--- src/rtl/sprite_engine_pkg.sv ---
`default_nettype none
// ============================================================================
// Module      : sprite_engine_pkg
// Description : Shared constants for the sprite engine. Holds the pivot field
//               width, the default parameter values and a width helper.
// Ports       : none (package)
// Revision    : 1.0 - initial release
// ============================================================================
package sprite_engine_pkg;

  // Width of one packed per-object coordinate field.
  localparam int C_PIVOT_W = 10;

  // Default parameter values.
  localparam int C_DEF_NUM_OBJ     = 4;
  localparam int C_DEF_OBJ_W       = 21;
  localparam int C_DEF_OBJ_H       = 26;
  localparam int C_DEF_MEM_W       = 320;
  localparam int C_DEF_ADDR_W      = 17;
  localparam int C_DEF_SCALE_SHIFT = 1;
  localparam int C_DEF_NUM_FRAMES  = 4;
  localparam int C_DEF_FRAME_DIV   = 8;

  // Bits needed to index n items, never less than one bit.
  function automatic int f_idx_w(input int n);
    return (n > 1) ? $clog2(n) : 1;
  endfunction

endpackage
`default_nettype wire

--- src/rtl/sprite_engine_if.sv ---
`default_nettype none
// ============================================================================
// Module      : sprite_engine_if
// Description : Pixel/sprite bus between a video front end and the sprite
//               engine. Suffixes are named from the engine's point of view.
// Ports       : vga_h_i/vga_v_i     current VGA pixel
//               frame_start_i       vblank pulse (shadow load, anim step)
//               pivot_*_i, mem_base_*_i, obj_visible_i  packed object table
//               anim_en_i           animation advance enable
//               addr_o, en_o, obj_id_o  sprite-memory request
// Revision    : 1.0 - initial release
// ============================================================================
interface sprite_engine_if
  import sprite_engine_pkg::*;
#(
  parameter int NUM_OBJ = C_DEF_NUM_OBJ,
  parameter int ADDR_W  = C_DEF_ADDR_W
);
  localparam int ID_W = f_idx_w(NUM_OBJ);

  logic [C_PIVOT_W-1:0]         vga_h_i;
  logic [C_PIVOT_W-1:0]         vga_v_i;
  logic                         frame_start_i;
  logic [C_PIVOT_W*NUM_OBJ-1:0] pivot_h_i;
  logic [C_PIVOT_W*NUM_OBJ-1:0] pivot_v_i;
  logic [C_PIVOT_W*NUM_OBJ-1:0] mem_base_h_i;
  logic [C_PIVOT_W*NUM_OBJ-1:0] mem_base_v_i;
  logic [NUM_OBJ-1:0]           obj_visible_i;
  logic                         anim_en_i;
  logic [ADDR_W-1:0]            addr_o;
  logic                         en_o;
  logic [ID_W-1:0]              obj_id_o;

  modport master (
    output vga_h_i, vga_v_i, frame_start_i, pivot_h_i, pivot_v_i,
           mem_base_h_i, mem_base_v_i, obj_visible_i, anim_en_i,
    input  addr_o, en_o, obj_id_o
  );

  modport slave (
    input  vga_h_i, vga_v_i, frame_start_i, pivot_h_i, pivot_v_i,
           mem_base_h_i, mem_base_v_i, obj_visible_i, anim_en_i,
    output addr_o, en_o, obj_id_o
  );

endinterface
`default_nettype wire

--- src/rtl/sprite_engine_hit.sv ---
`default_nettype none
// ============================================================================
// Module      : sprite_hit
// Description : Combinational hit test for one object. Reports whether the
//               logical pixel lies inside the object's box and returns the
//               sheet column (base_h + dx) and row (base_v + dy) of that pixel.
// Ports       : h_i, v_i            logical pixel coordinates
//               pivot_h_i/pivot_v_i object top-left corner (shadow copy)
//               base_h_i/base_v_i   sheet origin of frame 0 (shadow copy)
//               visible_i           object enable (shadow copy)
//               hit_o               pixel covered by this object
//               col_o, row_o        sheet column / row, ADDR_W bits
// Revision    : 1.0 - initial release
// ============================================================================
module sprite_hit
  import sprite_engine_pkg::*;
#(
  parameter int OBJ_W  = C_DEF_OBJ_W,
  parameter int OBJ_H  = C_DEF_OBJ_H,
  parameter int ADDR_W = C_DEF_ADDR_W
) (
  input  logic [C_PIVOT_W-1:0] h_i,
  input  logic [C_PIVOT_W-1:0] v_i,
  input  logic [C_PIVOT_W-1:0] pivot_h_i,
  input  logic [C_PIVOT_W-1:0] pivot_v_i,
  input  logic [C_PIVOT_W-1:0] base_h_i,
  input  logic [C_PIVOT_W-1:0] base_v_i,
  input  logic                 visible_i,
  output logic                 hit_o,
  output logic [ADDR_W-1:0]    col_o,
  output logic [ADDR_W-1:0]    row_o
);

  // One extra bit so a pixel left of / above the pivot shows up as negative.
  logic [C_PIVOT_W:0] w_dx;
  logic [C_PIVOT_W:0] w_dy;
  logic               w_in_h;
  logic               w_in_v;

  assign w_dx = {1'b0, h_i} - {1'b0, pivot_h_i};
  assign w_dy = {1'b0, v_i} - {1'b0, pivot_v_i};

  assign w_in_h = !w_dx[C_PIVOT_W] && (w_dx < (C_PIVOT_W+1)'(OBJ_W));
  assign w_in_v = !w_dy[C_PIVOT_W] && (w_dy < (C_PIVOT_W+1)'(OBJ_H));

  assign hit_o = visible_i && w_in_h && w_in_v;

  // Only meaningful on a hit, where dx/dy are known non-negative.
  assign col_o = ADDR_W'(base_h_i) + ADDR_W'(w_dx[C_PIVOT_W-1:0]);
  assign row_o = ADDR_W'(base_v_i) + ADDR_W'(w_dy[C_PIVOT_W-1:0]);

endmodule
`default_nettype wire

--- src/rtl/sprite_engine.sv ---
`default_nettype none
// ============================================================================
// Module      : sprite_engine
// Description : Multi-object sprite engine. Converts the current VGA pixel to
//               logical coordinates, hit-tests every object against shadowed
//               object state, selects the lowest-index hit and produces the
//               sprite-sheet address two cycles later, one pixel per cycle.
// Ports       : clk    pixel clock
//               rst_n  asynchronous active-low reset
//               bus    sprite_engine_if.slave (pixel in, object table,
//                      animation enable, addr/en/obj_id out)
// Revision    : 1.0 - initial release
// ============================================================================
module sprite_engine
  import sprite_engine_pkg::*;
#(
  parameter int NUM_OBJ     = C_DEF_NUM_OBJ,
  parameter int OBJ_W       = C_DEF_OBJ_W,
  parameter int OBJ_H       = C_DEF_OBJ_H,
  parameter int MEM_W       = C_DEF_MEM_W,
  parameter int ADDR_W      = C_DEF_ADDR_W,
  parameter int SCALE_SHIFT = C_DEF_SCALE_SHIFT,
  parameter int NUM_FRAMES  = C_DEF_NUM_FRAMES,
  parameter int FRAME_DIV   = C_DEF_FRAME_DIV
) (
  input  logic           clk,
  input  logic           rst_n,
  sprite_engine_if.slave bus
);

  localparam int ID_W = f_idx_w(NUM_OBJ);
  localparam int FC_W = f_idx_w(FRAME_DIV);
  localparam int AI_W = f_idx_w(NUM_FRAMES);
  localparam int TW   = C_PIVOT_W * NUM_OBJ;

  // --------------------------------------------------------------------------
  // Shadow object table, reloaded only on frame_start
  // --------------------------------------------------------------------------
  logic [TW-1:0]      pivot_h_q, pivot_v_q, base_h_q, base_v_q;
  logic [NUM_OBJ-1:0] visible_q;

  always_ff @(posedge clk or negedge rst_n) begin
    if (!rst_n) begin
      pivot_h_q <= '0;
      pivot_v_q <= '0;
      base_h_q  <= '0;
      base_v_q  <= '0;
      visible_q <= '0;
    end else if (bus.frame_start_i) begin
      pivot_h_q <= bus.pivot_h_i;
      pivot_v_q <= bus.pivot_v_i;
      base_h_q  <= bus.mem_base_h_i;
      base_v_q  <= bus.mem_base_v_i;
      visible_q <= bus.obj_visible_i;
    end
  end

  // --------------------------------------------------------------------------
  // Animation counters
  // --------------------------------------------------------------------------
  logic [FC_W-1:0] frame_cnt_q, frame_cnt_d;
  logic [AI_W-1:0] anim_idx_q, anim_idx_d;

  always_comb begin
    frame_cnt_d = frame_cnt_q;
    anim_idx_d  = anim_idx_q;
    if (bus.frame_start_i && bus.anim_en_i) begin
      if (frame_cnt_q == FC_W'(FRAME_DIV - 1)) begin
        frame_cnt_d = '0;
        if (anim_idx_q == AI_W'(NUM_FRAMES - 1)) anim_idx_d = '0;
        else                                     anim_idx_d = anim_idx_q + 1'b1;
      end else begin
        frame_cnt_d = frame_cnt_q + 1'b1;
      end
    end
  end

  always_ff @(posedge clk or negedge rst_n) begin
    if (!rst_n) begin
      frame_cnt_q <= '0;
      anim_idx_q  <= '0;
    end else begin
      frame_cnt_q <= frame_cnt_d;
      anim_idx_q  <= anim_idx_d;
    end
  end

  // --------------------------------------------------------------------------
  // Stage 1: per-object hit test
  // --------------------------------------------------------------------------
  logic [C_PIVOT_W-1:0] w_h, w_v;
  logic [NUM_OBJ-1:0]   w_hit;
  logic [ADDR_W-1:0]    w_col [NUM_OBJ];
  logic [ADDR_W-1:0]    w_row [NUM_OBJ];

  assign w_h = bus.vga_h_i >> SCALE_SHIFT;
  assign w_v = bus.vga_v_i >> SCALE_SHIFT;

  for (genvar g = 0; g < NUM_OBJ; g++) begin : g_obj
    sprite_hit #(
      .OBJ_W  (OBJ_W),
      .OBJ_H  (OBJ_H),
      .ADDR_W (ADDR_W)
    ) u_hit (
      .h_i       (w_h),
      .v_i       (w_v),
      .pivot_h_i (pivot_h_q[C_PIVOT_W*g +: C_PIVOT_W]),
      .pivot_v_i (pivot_v_q[C_PIVOT_W*g +: C_PIVOT_W]),
      .base_h_i  (base_h_q[C_PIVOT_W*g +: C_PIVOT_W]),
      .base_v_i  (base_v_q[C_PIVOT_W*g +: C_PIVOT_W]),
      .visible_i (visible_q[g]),
      .hit_o     (w_hit[g]),
      .col_o     (w_col[g]),
      .row_o     (w_row[g])
    );
  end

  // Sheet bases and the animation offset are folded in at stage 1 so that a
  // pixel sampled on a frame_start edge sees only pre-update state, even
  // though the shadows and anim_idx change before stage 2 runs.
  logic [NUM_OBJ-1:0] hit_q;
  logic [ADDR_W-1:0]  col_q [NUM_OBJ];
  logic [ADDR_W-1:0]  row_q [NUM_OBJ];
  logic [ADDR_W-1:0]  anim_off_q;

  always_ff @(posedge clk or negedge rst_n) begin
    if (!rst_n) begin
      hit_q      <= '0;
      anim_off_q <= '0;
      for (int i = 0; i < NUM_OBJ; i++) begin
        col_q[i] <= '0;
        row_q[i] <= '0;
      end
    end else begin
      hit_q      <= w_hit;
      anim_off_q <= ADDR_W'(anim_idx_q) * ADDR_W'(OBJ_W);
      for (int i = 0; i < NUM_OBJ; i++) begin
        col_q[i] <= w_col[i];
        row_q[i] <= w_row[i];
      end
    end
  end

  // --------------------------------------------------------------------------
  // Stage 2: priority select (lowest index wins) and address
  // --------------------------------------------------------------------------
  logic              en_d, en_q;
  logic [ID_W-1:0]   obj_id_d, obj_id_q;
  logic [ADDR_W-1:0] addr_d, addr_q;
  logic [ADDR_W-1:0] w_win_col, w_win_row;

  always_comb begin
    en_d      = 1'b0;
    obj_id_d  = '0;
    w_win_col = '0;
    w_win_row = '0;
    // Scan high to low so the last assignment is the lowest hitting index.
    for (int i = NUM_OBJ - 1; i >= 0; i--) begin
      if (hit_q[i]) begin
        en_d      = 1'b1;
        obj_id_d  = ID_W'(i);
        w_win_col = col_q[i];
        w_win_row = row_q[i];
      end
    end
    addr_d = en_d ? (w_win_col + anim_off_q + ADDR_W'(MEM_W) * w_win_row) : '0;
  end

  always_ff @(posedge clk or negedge rst_n) begin
    if (!rst_n) begin
      en_q     <= 1'b0;
      obj_id_q <= '0;
      addr_q   <= '0;
    end else begin
      en_q     <= en_d;
      obj_id_q <= obj_id_d;
      addr_q   <= addr_d;
    end
  end

  assign bus.en_o     = en_q;
  assign bus.obj_id_o = obj_id_q;
  assign bus.addr_o   = addr_q;

endmodule
`default_nettype wire

--- src/flat_wrapper.sv ---
// flat-port wrapper written by rule: the top's interface ports become plain ports
module sprite_engine_flat import sprite_engine_pkg::*;
#(
  parameter int NUM_OBJ     = C_DEF_NUM_OBJ,
  parameter int OBJ_W       = C_DEF_OBJ_W,
  parameter int OBJ_H       = C_DEF_OBJ_H,
  parameter int MEM_W       = C_DEF_MEM_W,
  parameter int ADDR_W      = C_DEF_ADDR_W,
  parameter int SCALE_SHIFT = C_DEF_SCALE_SHIFT,
  parameter int NUM_FRAMES  = C_DEF_NUM_FRAMES,
  parameter int FRAME_DIV   = C_DEF_FRAME_DIV
)
  (clk, rst_n, bus_vga_h_i, bus_vga_v_i, bus_frame_start_i, bus_pivot_h_i, bus_pivot_v_i, bus_mem_base_h_i, bus_mem_base_v_i, bus_obj_visible_i, bus_anim_en_i, bus_addr_o, bus_en_o, bus_obj_id_o);
  sprite_engine_if #(.NUM_OBJ(NUM_OBJ), .ADDR_W(ADDR_W)) bus_i ();
  input  logic clk;
  input  logic rst_n;
  input wire logic [$bits(bus_i.vga_h_i)-1:0] bus_vga_h_i;
  input wire logic [$bits(bus_i.vga_v_i)-1:0] bus_vga_v_i;
  input wire logic [$bits(bus_i.frame_start_i)-1:0] bus_frame_start_i;
  input wire logic [$bits(bus_i.pivot_h_i)-1:0] bus_pivot_h_i;
  input wire logic [$bits(bus_i.pivot_v_i)-1:0] bus_pivot_v_i;
  input wire logic [$bits(bus_i.mem_base_h_i)-1:0] bus_mem_base_h_i;
  input wire logic [$bits(bus_i.mem_base_v_i)-1:0] bus_mem_base_v_i;
  input wire logic [$bits(bus_i.obj_visible_i)-1:0] bus_obj_visible_i;
  input wire logic [$bits(bus_i.anim_en_i)-1:0] bus_anim_en_i;
  output wire logic [$bits(bus_i.addr_o)-1:0] bus_addr_o;
  output wire logic [$bits(bus_i.en_o)-1:0] bus_en_o;
  output wire logic [$bits(bus_i.obj_id_o)-1:0] bus_obj_id_o;
  assign bus_i.vga_h_i = bus_vga_h_i;
  assign bus_i.vga_v_i = bus_vga_v_i;
  assign bus_i.frame_start_i = bus_frame_start_i;
  assign bus_i.pivot_h_i = bus_pivot_h_i;
  assign bus_i.pivot_v_i = bus_pivot_v_i;
  assign bus_i.mem_base_h_i = bus_mem_base_h_i;
  assign bus_i.mem_base_v_i = bus_mem_base_v_i;
  assign bus_i.obj_visible_i = bus_obj_visible_i;
  assign bus_i.anim_en_i = bus_anim_en_i;
  assign bus_addr_o = bus_i.addr_o;
  assign bus_en_o = bus_i.en_o;
  assign bus_obj_id_o = bus_i.obj_id_o;
  sprite_engine #(.NUM_OBJ(NUM_OBJ), .OBJ_W(OBJ_W), .OBJ_H(OBJ_H), .MEM_W(MEM_W), .ADDR_W(ADDR_W), .SCALE_SHIFT(SCALE_SHIFT), .NUM_FRAMES(NUM_FRAMES), .FRAME_DIV(FRAME_DIV)) u_core (.clk(clk), .rst_n(rst_n), .bus(bus_i));
endmodule
--- config.mk ---
export PLATFORM = sky130hd
export DESIGN_NAME = sprite_engine_flat
export DESIGN_NICKNAME = d
export VERILOG_FILES = /design/src/rtl/sprite_engine_pkg.sv /design/src/rtl/sprite_engine_if.sv /design/src/rtl/sprite_engine_hit.sv /design/src/rtl/sprite_engine.sv /design/src/flat_wrapper.sv
export SDC_FILE = /design/constraint.sdc
export NUM_CORES = 1
export LEC_CHECK = 0
export CORE_ASPECT_RATIO = 0.7
export CORE_MARGIN = 4
export CORE_UTILIZATION = 30
export CTS_CLUSTER_DIAMETER = 40
export DETAILED_ROUTE_END_ITERATION = 8
export MAX_ROUTING_LAYER = met4
export PLACE_DENSITY = 0.5
export SYNTH_ARGS = -nofsm -noshare
export SYNTH_HDL_FRONTEND = slang
export SYNTH_SLANG_ARGS = --single-unit
--- constraint.sdc ---
create_clock -name clk -period 5 [get_ports clk]
set_input_delay 0.5 -clock clk [delete_from_list [all_inputs] [get_ports clk]]
set_output_delay 0.5 -clock clk [all_outputs]
set_load 0.05 [all_outputs]
==> flow_metrics.tcl <==
set metrics [dict create \
    status "finished with violations" \
    violations "hold timing" \
    drtAntennaViolNets 0 \
    grt_pass1_wl_mm 74.6 \
    path_delay_family "adder cells" \
    cp-start-kind "flop" \
    dp_cells 2623 \
    r2r_cells 19 \
    crit_buf_inv 3 \
    p_seq_share_pct 33.9 \
    grt_max_degree 107 \
    cts_tree "built" \
    cts_setup_buffers 0 \
    avgSynthCellArea_um2 10.1 \
    synth_ff_type "dfrtp_1" \
    finalClockSkew_ns 0.0212 \
    dpl.hpwl_mm 38.1 \
    synth_top_area_share_pct 41.2 \
    worst_setup_path_end_kind "flop" \
    syn-cell-area_um2 17200 \
    power_frac_comb_pct 27.3 \
    cts_hold_buf 0 \
    drv_slew 0 \
    power_density_nw_per_um2 409 \
    hp-class "in -> async" \
    drc 0 \
    syn_to_final_growth_pct 27.0 \
    fin_ws_ns 0.340 \
    clk_latency_ns 0.57 \
    yosys_warnings 0 \
    worstSetupPathType "reg -> reg" \
    vias_per_cell 4.77 \
    cp_cell_sequence "nor2b_1, a22oi_1, nor2_1, a21oi_1, nor2_1, a21oi_1, inv_1, ha_1, ha_1, inv_1, fa_1, inv_1, ha_1, ha_1, nor3_1, a311oi_1, nor3b_1, xnor2_1, nor2_1" \
    initial_core_util_pct 30.3 \
    die_h_um 208 \
    grt_overflow 0 \
    fin_cells 2708 \
    yosysTopAreaCell "dfrtp_1" \
    final-setup-viol-count 0 \
    yosysSeqAreaShare_pct 41.2 \
    p_sw_share_pct 31.0 \
    tns_ns 0 \
    cts.sinks 283 \
    min_period_ns 4.66 \
    hold_viol 29 \
    r2r_setup_slack_ns 0.34 \
    relSlewSlack_pct 38.3 \
    critPathRequiredTime_ns 5.42 \
    clk_pin_slew_ns 0.06 \
    dpl_worst_slack_ns 0.419 \
    synth.ff_latch_count 283 \
    dieArea_um2 61300 \
    critPathLaunch "u_core.hit_q[2]" \
    reg2reg_from "u_core.hit_q[2]" \
    nets 2314 \
    p_sw_uw 2770 \
    clk_path_buf_depth 3 \
    grt_usage_pct 16.2 \
    num_rows 73 \
    htreeDepth 2 \
    routabilityCongestion 0.863 \
    vdd_ir_drop_max_uv 236 \
    post_synth_num_cell_types 67 \
    cp_common_cell "ha_1" \
    cap_violations 0 \
    antenna_found_initial 3 \
    internal_power_uw 6170 \
    first_pass_iters 5 \
    max_stage_delay_ns 0.58 \
    r2r_end "u_core.bus.addr_o[16]" \
    cts_root_buf "clkbuf_16" \
    route.vias.total 12918 \
    wl_mm 48.3 \
    routedWlPerCell_um 17.8 \
    drive_gt1_share_pct 10.9 \
    clock.fmax_mhz 215 \
    coreArea_um2 56700 \
    crit_path_end "u_core.bus.addr_o[16]" \
    ctsResizeCount 0 \
    cp.depth 19 \
    synthArstFlopShare_pct 100 \
    synth_edf_count 0 \
    period_share_pct 93.2 \
    ios 208 \
    worstMarginPinSlew_ns 0.926 \
    cts_made_buffers 45 \
    syn_nets 2093 \
    hold_ws_ns -0.0572 \
    portBuffers 205 \
    netlist_instances 1699 \
    cpMaxStageDelayCell "dfrtp_1" \
    synth.area.top_cells "dfrtp_1, ha_1, mux2_2, a21oi_1, xnor2_1" \
    clkPwrFrac_pct 38.7 \
    critPathArrivalTime_ns 5.08 \
    grt_pass1_vias 13213 \
    leakage_uw 0.00976 \
    fp.dieW_um 294 \
    drt_iter0_markers 849 \
    grt_setup_unrepaired "no" \
    worstPathMaxFanout 14 \
]
## through the flow
step / cell area, µm² / power (µW) / utilization (%)
floorplan: 17200 / 4740 / -
global placement: 20200 / 5470 / 35.6
detailed placement: 20200 / 5520 / 35.6
CTS: 21800 / 9060 / 38.5
global route: 21900 / 9510 / 38.5
finish: 21900 / 8940 / 38.5
## sequential cells by signal (all words and copies together), names as in the netlist, 3 cells and up
name	count
u_core.row_q	44
u_core.base_v_q	40
u_core.base_h_q	40
u_core.pivot_v_q	40
u_core.hit_q	4
u_core.bus.addr_o	17
u_core.pivot_h_q	40
u_core.visible_q	4
u_core.col_q	44
u_core.frame_cnt_q	3
## worst min path at each step
stage	start	slack, ns	to	depth (start not counted)
global placement	u_core.anim_idx_q[1]	0.40	u_core.anim_off_q[5]	0
global route	rst_n	0.04	u_core.bus.addr_o[1]	1
floorplan	rst_n	0.20	u_core.anim_idx_q[0]	0
finish	rst_n	-0.06	u_core.bus.addr_o[1]	1
detailed placement	u_core.anim_idx_q[1]	0.40	u_core.anim_off_q[5]	0
CTS	rst_n	0.006	u_core.base_h_q[7]	1
## cells in the mapped netlist (all sizes together), types with 7 or more instances
cell type  number
ha            188
o211ai          7
buf             8
or2            10
fa             18
o21bai         18
nor2          135
a22oi          23
xor2           49
a21o           35
nand2b         12
o31ai           8
nor2b          24
a211oi         18
dfrtp         283
xnor2          67
o21a           35
a21oi         120
a2111oi        11
nand3          17
nor3           20
o21ai         136
inv           126
clkbuf         34
o31a           11
nand2         106
mux2          102
## layout make-up
type                            instances  area [µm²]
Clock inverter                         29         420
Timing Repair Buffer                  216        2180
Fill cell                            5549       34900
Tap cell                              750         938
Multi-Input combinational cell       1248        9500
Sequential cell                       283        7080
Inverter                              126         473
Antenna cell                            3        7.51
Clock buffer                           53        1260
## cells in the final DEF (no fill, tap or decap), drive strengths merged, types with 6 or more instances in the layout
cell type / n
a21oi: 120
a31oi: 6
inv: 137
mux2: 102
clkdlybuf4s50: 203
or2: 10
a22oi: 23
xor2: 49
dfrtp: 283
o31ai: 8
o31a: 11
nand3: 17
o21a: 35
fa: 18
nor2: 135
and3: 6
o21bai: 18
buf: 13
nand2: 106
nor3: 20
bufinv: 8
o21ai: 136
a211oi: 18
nor2b: 24
a21o: 35
clkbuf: 53
ha: 188
o211ai: 7
or4b: 6
xnor2: 67
nand2b: 12
a2111oi: 11
## logic make-up after synthesis
kind of cell	count (synthesis)	synth area share, %
DFF	283	41.2
adders and majority gates	206	15.8
muxes	104	6.79
xor gates and xnor gates	117	6.04
buffers and inverters	168	3.67
and+or+nand+nor	365	9.93
AOI/OAI and AO/OA	456	16.6
## routing by layer
layer / part of all wire, % / track usage (%) / vias up
met5: 0 / - / -
met4: 2.1 / 3.96 / 0
met3: 6.0 / 3.52 / 62
met2: 42 / 23.2 / 249
met1: 50 / 23.1 / 6126
li1: - / - / 6481
## power groups by stage
stage          Sequential, µW  Clock [µW]  Combinational [µW]
6_report                 3030        3460                2440
5_1_grt                  3080        3660                2760
4_1_cts                  3040        3570                2460
3_5_place_dp             3080           0                2440
3_3_place_gp             3080           0                2390
2_1_floorplan            2960           0                1780
(Power assumes the default switching activity.)
